### src/rtl/attitude_angle_sched.sv
// rtl/attitude_angle_sched.sv - shares one cordic_angle unit between pitch and roll jobs per accel sample
// One active sample plus a single-entry pending slot; hung CORDIC jobs are aborted by a per-job timeout.
module attitude_angle_sched #(
  parameter int W              = 16,
  parameter int TIMEOUT_CYCLES = 255,
  parameter int DROP_W         = 8
) (
  input  logic                clk,
  input  logic                rst_n,
  input  logic                sample_valid,
  input  logic signed [W-1:0] ax,
  input  logic signed [W-1:0] ay,
  input  logic signed [W-1:0] az,
  output logic signed [W-1:0] cdra_x,
  output logic signed [W-1:0] cdra_y,
  output logic signed [W-1:0] cdra_z,
  output logic                cdra_start,
  input  logic                cdra_done,
  input  logic signed [W-1:0] crda_angle,
  output logic signed [W-1:0] pitch,
  output logic signed [W-1:0] roll,
  output logic                angle_valid,
  output logic                busy,
  output logic                err_timeout,
  output logic [DROP_W-1:0]   drop_cnt
);

  localparam int TW = $clog2(TIMEOUT_CYCLES + 1);

  typedef enum logic [2:0] {
    S_IDLE, S_P_START, S_P_WAIT, S_R_START, S_R_WAIT, S_PUBLISH
  } state_t;

  state_t                state_q, state_d;
  logic signed [W-1:0]   act_x_q, act_y_q, act_z_q;
  logic signed [W-1:0]   act_x_d, act_y_d, act_z_d;
  logic signed [W-1:0]   pend_x_q, pend_y_q, pend_z_q;
  logic signed [W-1:0]   pend_x_d, pend_y_d, pend_z_d;
  logic                  pend_full_q, pend_full_d;
  logic [TW-1:0]         tmo_q, tmo_d;
  logic signed [W-1:0]   pitch_tmp_q, pitch_tmp_d;
  logic signed [W-1:0]   roll_tmp_q, roll_tmp_d;
  logic signed [W-1:0]   pitch_q, pitch_d;
  logic signed [W-1:0]   roll_q, roll_d;
  logic                  valid_q, valid_d;
  logic                  err_q, err_d;
  logic [DROP_W-1:0]     drop_q, drop_d;
  logic                  roll_job;

  always_comb begin
    state_d     = state_q;
    act_x_d     = act_x_q;
    act_y_d     = act_y_q;
    act_z_d     = act_z_q;
    pend_x_d    = pend_x_q;
    pend_y_d    = pend_y_q;
    pend_z_d    = pend_z_q;
    pend_full_d = pend_full_q;
    tmo_d       = tmo_q;
    pitch_tmp_d = pitch_tmp_q;
    roll_tmp_d  = roll_tmp_q;
    pitch_d     = pitch_q;
    roll_d      = roll_q;
    drop_d      = drop_q;
    valid_d     = 1'b0;
    err_d       = 1'b0;
    cdra_start  = 1'b0;

    case (state_q)
      S_IDLE: begin
        // The buffered sample is older, so it is served first and a new arrival refills the slot.
        if (pend_full_q) begin
          act_x_d     = pend_x_q;
          act_y_d     = pend_y_q;
          act_z_d     = pend_z_q;
          pend_full_d = sample_valid;
          if (sample_valid) begin
            pend_x_d = ax;
            pend_y_d = ay;
            pend_z_d = az;
          end
          state_d = S_P_START;
        end else if (sample_valid) begin
          act_x_d = ax;
          act_y_d = ay;
          act_z_d = az;
          state_d = S_P_START;
        end
      end
      S_P_START: begin
        cdra_start = 1'b1;
        tmo_d      = '0;
        state_d    = S_P_WAIT;
      end
      S_P_WAIT: begin
        if (cdra_done) begin
          pitch_tmp_d = crda_angle;
          state_d     = S_R_START;
        end else if (tmo_q == TW'(TIMEOUT_CYCLES - 1)) begin
          err_d   = 1'b1;
          tmo_d   = '0;
          state_d = S_IDLE;
        end else begin
          tmo_d = tmo_q + 1'b1;
        end
      end
      S_R_START: begin
        cdra_start = 1'b1;
        tmo_d      = '0;
        state_d    = S_R_WAIT;
      end
      S_R_WAIT: begin
        if (cdra_done) begin
          roll_tmp_d = crda_angle;
          state_d    = S_PUBLISH;
        end else if (tmo_q == TW'(TIMEOUT_CYCLES - 1)) begin
          err_d   = 1'b1;
          tmo_d   = '0;
          state_d = S_IDLE;
        end else begin
          tmo_d = tmo_q + 1'b1;
        end
      end
      S_PUBLISH: begin
        pitch_d = pitch_tmp_q;
        roll_d  = roll_tmp_q;
        valid_d = 1'b1;
        state_d = S_IDLE;
      end
      default: state_d = S_IDLE;
    endcase

    if (state_q != S_IDLE && sample_valid) begin
      pend_x_d    = ax;
      pend_y_d    = ay;
      pend_z_d    = az;
      pend_full_d = 1'b1;
      if (pend_full_q && drop_q != '1) begin
        drop_d = drop_q + 1'b1;
      end
    end
  end

  always_ff @(posedge clk or negedge rst_n) begin
    if (!rst_n) begin
      state_q     <= S_IDLE;
      act_x_q     <= '0;
      act_y_q     <= '0;
      act_z_q     <= '0;
      pend_x_q    <= '0;
      pend_y_q    <= '0;
      pend_z_q    <= '0;
      pend_full_q <= 1'b0;
      tmo_q       <= '0;
      pitch_tmp_q <= '0;
      roll_tmp_q  <= '0;
      pitch_q     <= '0;
      roll_q      <= '0;
      valid_q     <= 1'b0;
      err_q       <= 1'b0;
      drop_q      <= '0;
    end else begin
      state_q     <= state_d;
      act_x_q     <= act_x_d;
      act_y_q     <= act_y_d;
      act_z_q     <= act_z_d;
      pend_x_q    <= pend_x_d;
      pend_y_q    <= pend_y_d;
      pend_z_q    <= pend_z_d;
      pend_full_q <= pend_full_d;
      tmo_q       <= tmo_d;
      pitch_tmp_q <= pitch_tmp_d;
      roll_tmp_q  <= roll_tmp_d;
      pitch_q     <= pitch_d;
      roll_q      <= roll_d;
      valid_q     <= valid_d;
      err_q       <= err_d;
      drop_q      <= drop_d;
    end
  end

  // Roll reuses the pitch datapath with x and y swapped.
  assign roll_job    = (state_q == S_R_START) || (state_q == S_R_WAIT);
  assign cdra_x      = roll_job ? act_y_q : act_x_q;
  assign cdra_y      = roll_job ? act_x_q : act_y_q;
  assign cdra_z      = act_z_q;
  assign pitch       = pitch_q;
  assign roll        = roll_q;
  assign angle_valid = valid_q;
  assign err_timeout = err_q;
  assign drop_cnt    = drop_q;
  assign busy        = (state_q != S_IDLE);

endmodule

### config.mk
export PLATFORM = sky130hd
export DESIGN_NAME = attitude_angle_sched
export DESIGN_NICKNAME = d
export VERILOG_FILES = /design/src/rtl/attitude_angle_sched.sv
export SDC_FILE = /design/constraint.sdc
export NUM_CORES = 1
export LEC_CHECK = 0
export ABC_AREA = 1
export CAP_MARGIN = 20
export CELL_PAD_IN_SITES_DETAIL_PLACEMENT = 0
export CELL_PAD_IN_SITES_GLOBAL_PLACEMENT = 1
export CORE_UTILIZATION = 42
export CTS_CLUSTER_SIZE = 20
export DETAILED_ROUTE_END_ITERATION = 12
export PLACE_DENSITY = 0.93
export SYNTH_ARGS = -nofsm -noshare
export SYNTH_HDL_FRONTEND = slang
export SYNTH_SLANG_ARGS = --single-unit
### constraint.sdc
create_clock -name clk -period 2.7 [get_ports clk]
set_input_delay 0.54 -clock clk [delete_from_list [all_inputs] [get_ports clk]]
set_output_delay 0.54 -clock clk [all_outputs]
set_load 0.01 [all_outputs]
**Word level (Yosys, flattened, before mapping)**

Index checks and enable logic that the tools add are counted.
W data, S select, Z words.

- Logic and storage cells: 79
- Bits in registers: 182

- Reduce and logical (&&, ||, !) cells: 18
- Muxes and demuxes: 34
- Add/subtract/negate cells: 2
- Eq/ne operators: 9

Operators with widths:

| operator | count |
|---|---|
| $mux W16 | 17 |
| $add A8 B1 Y8 const B | 2 |
| $mux W8 | 2 |
| $pmux W8 S2 | 1 |
| $mux W3 | 5 |
| $pmux W3 S5 | 1 |
| $reduce_and A2 Y1 | 5 |
| $reduce_bool A2 Y1 | 5 |
| $eq A8 B8 Y1 const B | 1 |
| $mux W1 | 8 |
| $ne A8 B8 Y1 const B | 1 |
| $eq A3 B2 Y1 const B | 2 |
| $eq A3 B3 Y1 const B | 2 |
| $reduce_or A2 Y1 | 2 |
| $eq A3 B1 Y1 const B | 1 |
| $logic_not A3 Y1 | 1 |
| $ne A3 B3 Y1 const B | 1 |
| $reduce_and A3 Y1 | 1 |
| $reduce_bool A3 Y1 | 1 |
| $logic_and A1 B1 Y1 | 2 |
| $ne A2 B2 Y1 const B | 1 |
| $logic_or A1 B1 Y1 | 1 |

**Longest topological paths before layout**

Gate-level depths: netlist of run 1.

- Word-level depth: 4
- Gate-level depth with buffers: 8
- Depth with buffers taken out: 8

**Least setup slack after synthesis of run 1**

No wires, ideal clock.

- Path kind: reg-to-output
- Start: reg state_q[2]
- End: out cdra_y[10]
- Stages on the path, launching flop included: 8
- Data required time: 2.160 ns
- Buffers on the path: 2
- Arrival time: 1.242 ns
- Path slack: 0.918 ns
- Path through: dfrtp_1 nor2_2 nand2_1 nand2_1 buf_4 buf_6 nand2_1 o21ai_1

- Longest elaborated chain between the ends: 3

Ends and longest elaborated chain:

| item | line | RTL |
|---|---|---|
| from (decl) | 34 | `state_t state_q, state_d;` |
| from (signal assigned) | 163 | `state_q <= state_d;` |
| $eq A3 B2 Y1 or $eq A3 B3 Y1 (tied branches) | 183 | `assign roll_job = (state_q == S_R_START) \|\| (state_q == S_R_WAIT);` |
| $logic_or A1 B1 Y1 (*) | 183 |  |
| $mux W16 (*) | 185 | `assign cdra_y = roll_job ? act_x_q : act_y_q;` |
| to (decl) | 15 | `output logic signed [W-1:0] cdra_y,` |

Every way passes the cells marked *; elsewhere a longest branch is shown, timed or not.

**Final worst setup path of run 1**

- Start: reg state_q[2]
- End: out cdra_y[5]

Same word-level chain as after synthesis.

==> impl_metrics.ini, run 1 <==
[routing]
wirelength_met1_mm = 8.67
dr_wl_met2_mm = 8.84
top_layer = met4
drt_drc_violations_left = 0
wl_met3_mm = 1.36
drt_iter0_drc = 299
wl_per_cell_microns = 13.8
vias = 6535
wl_mm = 19.0
firstDrtPassIters = 4
via_per_inst = 4.77
ant_nets = 0

[run]
cap_violations = 0

[sta]
max_freq_mhz = 402
skew_ns = 0.0110
setup_ws_ns = 0.213
timing.final.crit_share = 0.921
tns_ns = 0
worst_slew_margin_rel = 0.654
period_needed_ns = 2.49
setup_viol = 0
hold_violations = 0
maxSlewViolCount = 0
grt_setup_unrepaired = false
tightest_slew_ns = 0.519

[floorplanning]
die-area_sq_um = 20600
fp.dieH_microns = 143
die_x_microns = 143
coreArea_sq_um = 19500
io_pins = 160
start_util = 0.430
fp-row-count = 51

[clocking]
cts.path.max_buffers = 2
clk_latency_ns = 0.43
cts_num_sinks = 182
clkTransAtPathRegs_ns = 0.07
cts.htree.levels = 4
cts-buffers-inserted = 17
cts_tree = yes
cts_hold_buf = 0
root_buffer = clkbuf_16

[synthesis]
synthCells = 943
synth_seq_area_share = 0.542
synth_warnings = 0
syn_nets = 1014
synthSimpleGateAreaFrac = 0.147
synth_top_cell_area_share = 0.542
synthTopCellsByArea = dfrtp_1 54%, nand2_1 11%, inv_1 6.1%
synth-xor-area-share = 0.00729
synth_area_per_cell_sq_um = 8.91
synth.distinct_cells = 29
synth_area_sq_um = 8410
yosysTopAreaCell = dfrtp_1
synth_seq_cells = 182
synth_compound_area_frac = 0.198
synth_top_family_by_area = compound AO/OA/AOI/OAI gates
synth-adder-area-share = 0.00447
synth_mux_area_frac = 0

[setup_path]
critPathCaptureType = output port
path_cells = nor2_4 > nand2_1 > nand2_4 > buf_12 > nand2_1 > o21ai_1 > dlygate4sd2_1
crit_path_top_delay_cell = dfrtp_2
crit_family = simple AND/OR/NAND/NOR gates
path_buf_inv = 2
path_max_fanout = 33
start_kind = flop
crit_top_cell = nand2_1
slowest_delay_ns = 0.46
arrival_ns = 1.95
critical_path_class = flop to output port
r2r_slack_ns = 1.07
crit_required_ns = 2.16

[global_route]
grt.overflow.total = 0
grt_pass1_wl_mm = 31.5
track_usage = 0.197
grt_max_degree = 65
antenna_found_initial = 1
grt_pass1_vias = 6392

[finish]
syn2layout_area_growth_pct = 28.9
final_cell_mix = 236 x nand2_1, 181 x dfrtp_1, 137 x inv_1
finalNetCount = 1161
seqCellArea_sq_um = 4560
final_common_cell = nand2_1
nFillCells = 1807
multiInputGateArea_sq_um = 3030
layout-drive-gt1-share = 0.124

[power_and_ir_drop]
ir_drop_mv = 0.717
power_leakage_uw = 0.00505
power.density_nw_per_um2 = 1180

[placed_design]
portBuffers = 159
hpwl_mm = 12.9
gp_congestion = 0.804
dpl_worst_slack_ns = 0.325

[status]
outcome = finished, final reports clean

[hold_path]
hp-class = input pin to async pin
metrics by stage:
step / total power, uW / hold slack (ns) / instances / cell area (sq um) / util
after floorplan: 8190 / 0.244 / 943 / 8410 / -
after global placement: 10400 / 0.466 / 1333 / 10200 / 0.523
after detailed placement: 10500 / 0.474 / 1333 / 10200 / 0.523
after CTS: 12900 / 0.0608 / 1368 / 10800 / 0.555
after global routing: 13800 / 0.0801 / 1368 / 10800 / 0.555
final: 12800 / 0.0491 / 1370 / 10800 / 0.555
cells in the mapped netlist, drive strengths merged:
master and n:
a21boi 1, a21oi 36, buf 42, clkbuf 8, dfrtp 182, ha 3
inv 141, nand2 242, nand3 17, nand4 3, nor2 46, nor3 1
o211ai 32, o21a 16, o21ai 166, xnor2 3, xor2 4
what timing repair did:
item	4_1_cts	5_1_grt
gates resized for setup	37	0
buffers inserted	2	0
hold endpoints to repair	0	0
endpoints found under the setup margin	32	0
layout make-up:
cell class | count | area share
diodes | 2 | 0.000462
clock buffers | 18 | 0.0405
clock inverters | 14 | 0.0144
inverters | 141 | 0.0488
multi-input cells | 570 | 0.280
flip-flops and latches | 182 | 0.420
well taps | 265 | 0.0306
repair buffers | 178 | 0.165
report_power, final:
part	internal (uW)	switching, uW
logic	2460	3130
clock network	1350	1170
registers	3980	677
kinds of logic after synthesis:
kind of cell             Yosys count
AND/OR/NAND/NOR                  309
flip-flops                       182
buffers and inverters            191
AO/OA/AOI/OAI                    251
adder cells (fa/ha/maj)            3
XOR/XNOR                           7
worst paths after layout:
kind                            start     endpoint  depth (start not counted)
max in group asynchronous       rst_n   state_q[2]                          2
max                        state_q[2]    cdra_y[5]                          7
max reg2reg                state_q[0]  act_x_q[14]                          7
min                             rst_n  angle_valid                          1
min reg2reg                  pitch[8]     pitch[8]                          2
min in group clk             pitch[8]     pitch[8]                          2
routing by layer:
metal,up-vias,GRT usage
met5,-,0
met4,0,0.0414
met3,8,0.0646
met2,147,0.319
met1,3088,0.258
li1,3292,-
Note: power is estimated with default switching activity, not from simulation.
==> inputs of run 2 (changes only) <==
--- a/config.mk
+++ b/config.mk
@@ -12,7 +12,7 @@
 export CORE_UTILIZATION = 42
 export CTS_CLUSTER_SIZE = 20
 export DETAILED_ROUTE_END_ITERATION = 12
-export PLACE_DENSITY = 0.93
+export PLACE_DENSITY_LB_ADDON = 0.2
 export SYNTH_ARGS = -nofsm -noshare
 export SYNTH_HDL_FRONTEND = slang
 export SYNTH_SLANG_ARGS = --single-unit
==> impl_metrics.ini, run 2 (same netlist as run 1, synthesis figures left out) <==
[setup_path]
critPathCaptureType = output port
crit_path_top_delay_cell = dfrtp_1
arrival_ns = 1.99
path_buf_inv = 4
path_cells = inv_2 > nand3_2 > nand2_4 > buf_4 > buf_16 > o21ai_1 > dlygate4sd2_1
crit_family = buffers and inverters
crit_required_ns = 2.16
slowest_delay_ns = 0.40
start_kind = flop
critical_path_class = flop to output port
path_max_fanout = 32

[floorplanning]
coreArea_sq_um = 19500
fp-row-count = 51
fp.dieH_microns = 143
io_pins = 160
die-area_sq_um = 20600
start_util = 0.430
die_x_microns = 143

[clocking]
cts.path.max_buffers = 2
cts_tree = yes
root_buffer = clkbuf_16
clk_latency_ns = 0.43
cts-buffers-inserted = 17
cts_num_sinks = 182
cts.htree.levels = 4
cts_hold_buf = 0
clkTransAtPathRegs_ns = 0.07

[global_route]
antenna_found_initial = 0
grt_pass1_wl_mm = 31.6
grt_max_degree = 51
grt_pass1_vias = 6101
track_usage = 0.200
grt.overflow.total = 0

[sta]
hold_violations = 0
tns_ns = 0
setup_viol = 0
timing.final.crit_share = 0.935
skew_ns = 0.0134
worst_slew_margin_rel = 0.602
holdWs_ns = 0.0564
period_needed_ns = 2.53
max_freq_mhz = 396
tightest_slew_ns = 0.597
grt_setup_unrepaired = false
maxSlewViolCount = 0

[power_and_ir_drop]
swShare = 0.387
internal_power_uw = 7940
ir_drop_mv = 0.644
power.density_nw_per_um2 = 1180
switchingPower_uw = 5010
p_seq_frac = 0.357
p_clk_frac = 0.196
combPwrFrac = 0.448
power_leakage_uw = 0.00510

[placed_design]
gp_congestion = 0.764
portBuffers = 159
hpwl_mm = 12.6

[routing]
drt_drc_violations_left = 0
via_per_inst = 4.63
firstDrtPassIters = 5
ant_nets = 0
drt_iter0_drc = 313
wl_mm = 19.0
vias = 6357
wl_per_cell_microns = 13.8

[status]
outcome = finished, final reports clean

[finish]
layout-drive-gt1-share = 0.129
n_antenna_cell = 0
finalNetCount = 1167
final_cell_mix = 236 x nand2_1, 181 x dfrtp_1, 137 x inv_1
final_util = 0.561
syn2layout_area_growth_pct = 30.3
final_common_cell = nand2_1

[run]
cap_violations = 0

[hold_path]
hp-class = input pin to async pin
==> run 2: worst paths after layout <==
check	from	endpoint	slack, ns	depth (start not counted)
hold reg to reg	pitch[12]	pitch[12]	0.48	2
hold / removal	rst_n	tmo_q[3]	0.06	1
min in group clk	pitch[12]	pitch[12]	0.48	2
max in group asynchronous	rst_n	roll[2]	1.95	2
setup reg to reg	state_q[2]	act_y_q[14]	0.89	7
setup / recovery	state_q[1]	cdra_x[8]	0.17	7
==> run 2: final cells by class <==
| type | count | area [sq um] |
|---|---|---|
| fill | 1827 | 8570 |
| multi-input combinational | 570 | 3030 |
| tap | 265 | 332 |
| clock inverter | 15 | 180 |
| sequential | 182 | 4560 |
| clock buffer | 17 | 425 |
| inverter | 141 | 529 |
| timing repair buffer | 184 | 1900 |
==> run 2: timing repair <==
action | CTS | global route
endpoints found under the setup margin | 32 | 0
resized for setup | 37 | 0
buffers inserted | 4 | 0
==> run 2: worst register-to-register path, delay by kind of cell, from the launching register on <==
family / cells / cell delay (ns)
AND/OR/NAND/NOR: 3 / 0.65
buffers and inverters: 2 / 0.47
flip-flops: 1 / 0.44
AO/OA/AOI/OAI: 2 / 0.19
==> run 2: metrics by stage <==
step | cells | cell area (sq um) | setup WS, ns | total power, uW
floorplan | 943 | 8410 | 0.918 | 8190
global placement | 1336 | 10300 | 0.361 | 10500
detailed placement | 1336 | 10300 | 0.310 | 10600
CTS | 1374 | 11000 | 0.179 | 13100
global route | 1374 | 11000 | 0.0278 | 14000
finish | 1374 | 11000 | 0.174 | 13000
==> run 2: routing by layer <==
| layer | GRT usage | vias to the layer above | share of wire |
|---|---|---|---|
| met5 | 0 | - | 0 |
| met4 | 0.0532 | 0 | 0.0079 |
| met3 | 0.0533 | 12 | 0.055 |
| met2 | 0.312 | 120 | 0.46 |
| met1 | 0.273 | 2941 | 0.47 |
| li1 | - | 3284 | - |
==> run 2: power by group through the flow <==
stage | clock network, uW | logic, uW | registers [uW]
after global placement | 0 | 5850 | 4670
final | 2530 | 5800 | 4620
after CTS | 2600 | 5900 | 4630
after floorplan | 0 | 3490 | 4690
after detailed placement | 0 | 5920 | 4670
after global routing | 2720 | 6500 | 4770
==> patch, RTL diff (config.mk and constraints of run 2) <==
Remove the register `valid_q`: a continuous assignment takes its place, so the output `angle_valid` follows one clock earlier.
--- a/src/rtl/attitude_angle_sched.sv
+++ b/src/rtl/attitude_angle_sched.sv
@@ -156,7 +156,6 @@
       roll_tmp_q  <= '0;
       pitch_q     <= '0;
       roll_q      <= '0;
-      valid_q     <= 1'b0;
       err_q       <= 1'b0;
       drop_q      <= '0;
     end else begin
@@ -173,11 +172,12 @@
       roll_tmp_q  <= roll_tmp_d;
       pitch_q     <= pitch_d;
       roll_q      <= roll_d;
-      valid_q     <= valid_d;
       err_q       <= err_d;
       drop_q      <= drop_d;
     end
   end
+
+  assign valid_q = valid_d;
 
   // Roll reuses the pitch datapath with x and y swapped.
   assign roll_job    = (state_q == S_R_START) || (state_q == S_R_WAIT);
Check against the original RTL: not equivalent (Yosys sat finds a counterexample within 10 cycles, from zero or initial values and one cycle with rst_n low).
==> patch against run 2 <==
Setup slack gained 0.052 ns; design area shrank 0.86%; core utilization shrank 0.48 points; wire length shrank 2.8%; area after synthesis shrank 0.30%; critical path type unchanged; highest routed layer is now met5; sequential cell count shrank 1; total power shrank 2.2%; synthesized cell count shrank 0.11%; non-clock buffer count shrank 7.
==> patch: results (changes against run 2) <==
R2R depth=7 (unchanged); clock buffer count from CTS=17 (unchanged); H-tree Lvls=4 (unchanged); Commonest cells post-synth=237 x nand2_1, 181 x dfrtp_1, 137 x inv_1, 95 x o21ai_0, 69 x o21ai_1; Critical Path Sink=cdra_y[14]; Worst EP arrival=1.93 ns (-0.06 ns); post-synthesis instance total=942 (-0.11%); Clk Latency, worst-skew pair=~0.42 ns; Post-Syn Nets=1013 (-0.099%); number of nets in the layout=1159 (-0.69%); post-synthesis sequential area ratio=0.540 (-0.00137); Vias/cell=4.66 (+0.70%); Placer Congestion=0.758 (-0.71%); CTS Root Cell=clkbuf_16; Setup crit start=state_q[2]$_DFFE_PN0P_; GRT Overall Usage=0.192 (-0.00778); Slew HR=0.633 (+0.0319); total wire length=18.5 mm (-2.8%); # diodes=0 (unchanged); GRT overflow=0 (unchanged); detailed-router iteration count before antenna repair=5 (unchanged); layout cells sized above 1=0.123 (-0.00633); Fillers=1840 (+0.71%); worst min path class=in2async; Final HPWL DP=12.4 mm (-1.5%); static leakage=5.20 nW (+2.1%); Inst Count DP=1331 (-0.37%); Reg2Reg Capture Point=act_x_q[6]$_DFFE_PN0P_; DRT iter0 DRCs=376 (+20%); worst supply voltage drop on vdd=0.671 mV (+4.2%); initial antenna violation count=2 (+2); Max Clock Skew=0.0133 ns (-0.0000850 ns); Cell variety after synth=29 (unchanged); Ys Warns=0 (unchanged); top cells by area, synth=dfrtp_1 54%, nand2_1 11%, inv_1 6.1%; largest net degree at the start of global routing=97 (+90%); Clock Tree Buf Depth=2 (unchanged); vias in the first global route=6015 (-1.4%); clk slew on worst S/H paths=0.07 ns (about the same); ys flop type=dfrtp_1; Critical Path Fanout Max=19 (-41%); Async SR Flop Fraction=1.00 (unchanged); reg2reg setup slack=0.98 ns (+0.09 ns); worst r2r src=state_q[0]$_DFFE_PN0P_; status=completed; Port Buf Inserts=159 (unchanged); via count=6364 (+0.11%); first-pass GRT wire length=30.4 mm (-3.7%)
## patch: layer usage
metal / part of all wire / wire (um) / track usage
met1: 0.48 / 8890 / 0.266
met2: 0.46 / 8440 / 0.294
met3: 0.056 / 1030 / 0.0506
met4: 0.0047 / 86 / 0.0538
met5: 0.0012 / 23 / 0
## patch: cells by family (layout without fill, tap and decap cells)
kind of cell               Yosys count  in the layout  synth area share
and+or+nand+nor                    309            309             0.147
AOI/OAI and AO/OA                  251            251             0.199
buffers and inverters              191            350             0.102
DFF                                181            181             0.540
xor gates and xnor gates             7              7           0.00732
adders and majority gates            3              3           0.00448
## patch: stage by stage
step	hold WS (ns)	power, W	instance area, um^2	setup WS [ns]
finish	0.0685	0.0127	10900	0.227
global route	0.0861	0.0137	10900	0.133
detailed placement	0.472	0.0105	10200	0.371
CTS	0.0712	0.0129	10800	0.000806
floorplan	0.244	0.00817	8380	0.918
global placement	0.464	0.0104	10200	0.377
## patch: timing repair
item	in CTS	in global routing
setup buffers	2	0
endpoints found under the setup margin	32	20
resized for setup	15	20
endpoints found under the hold margin	0	0
pin swaps	1	0
gates cloned	1	0
hold buffers	0	0
## patch: cell type report
class,count,area (um^2),share of cell area
Clock inverter,12,108,0.00991
Timing Repair Buffer,177,1880,0.173
Sequential cell,181,4530,0.417
Tap cell,265,332,0.0305
Clock buffer,20,457,0.0421
Inverter,141,529,0.0487
Multi-Input combinational cell,570,3020,0.279
## patch: report_power, final
part | leakage [nW] | internal [W] | switching [W]
clock network | 0.278 | 0.00126 | 0.00110
registers | 2.18 | 0.00396 | 0.000655
logic | 2.75 | 0.00258 | 0.00311
## patch: critical path, stage by stage, from the launching register on
cell and delay, ns:
dfrtp_2 0.45, nor2_2 0.14, nand2_1 0.11, nand2_4 0.15, bufbuf_16 0.31, o21ai_1 0.07
dlygate4sd2_1 0.29
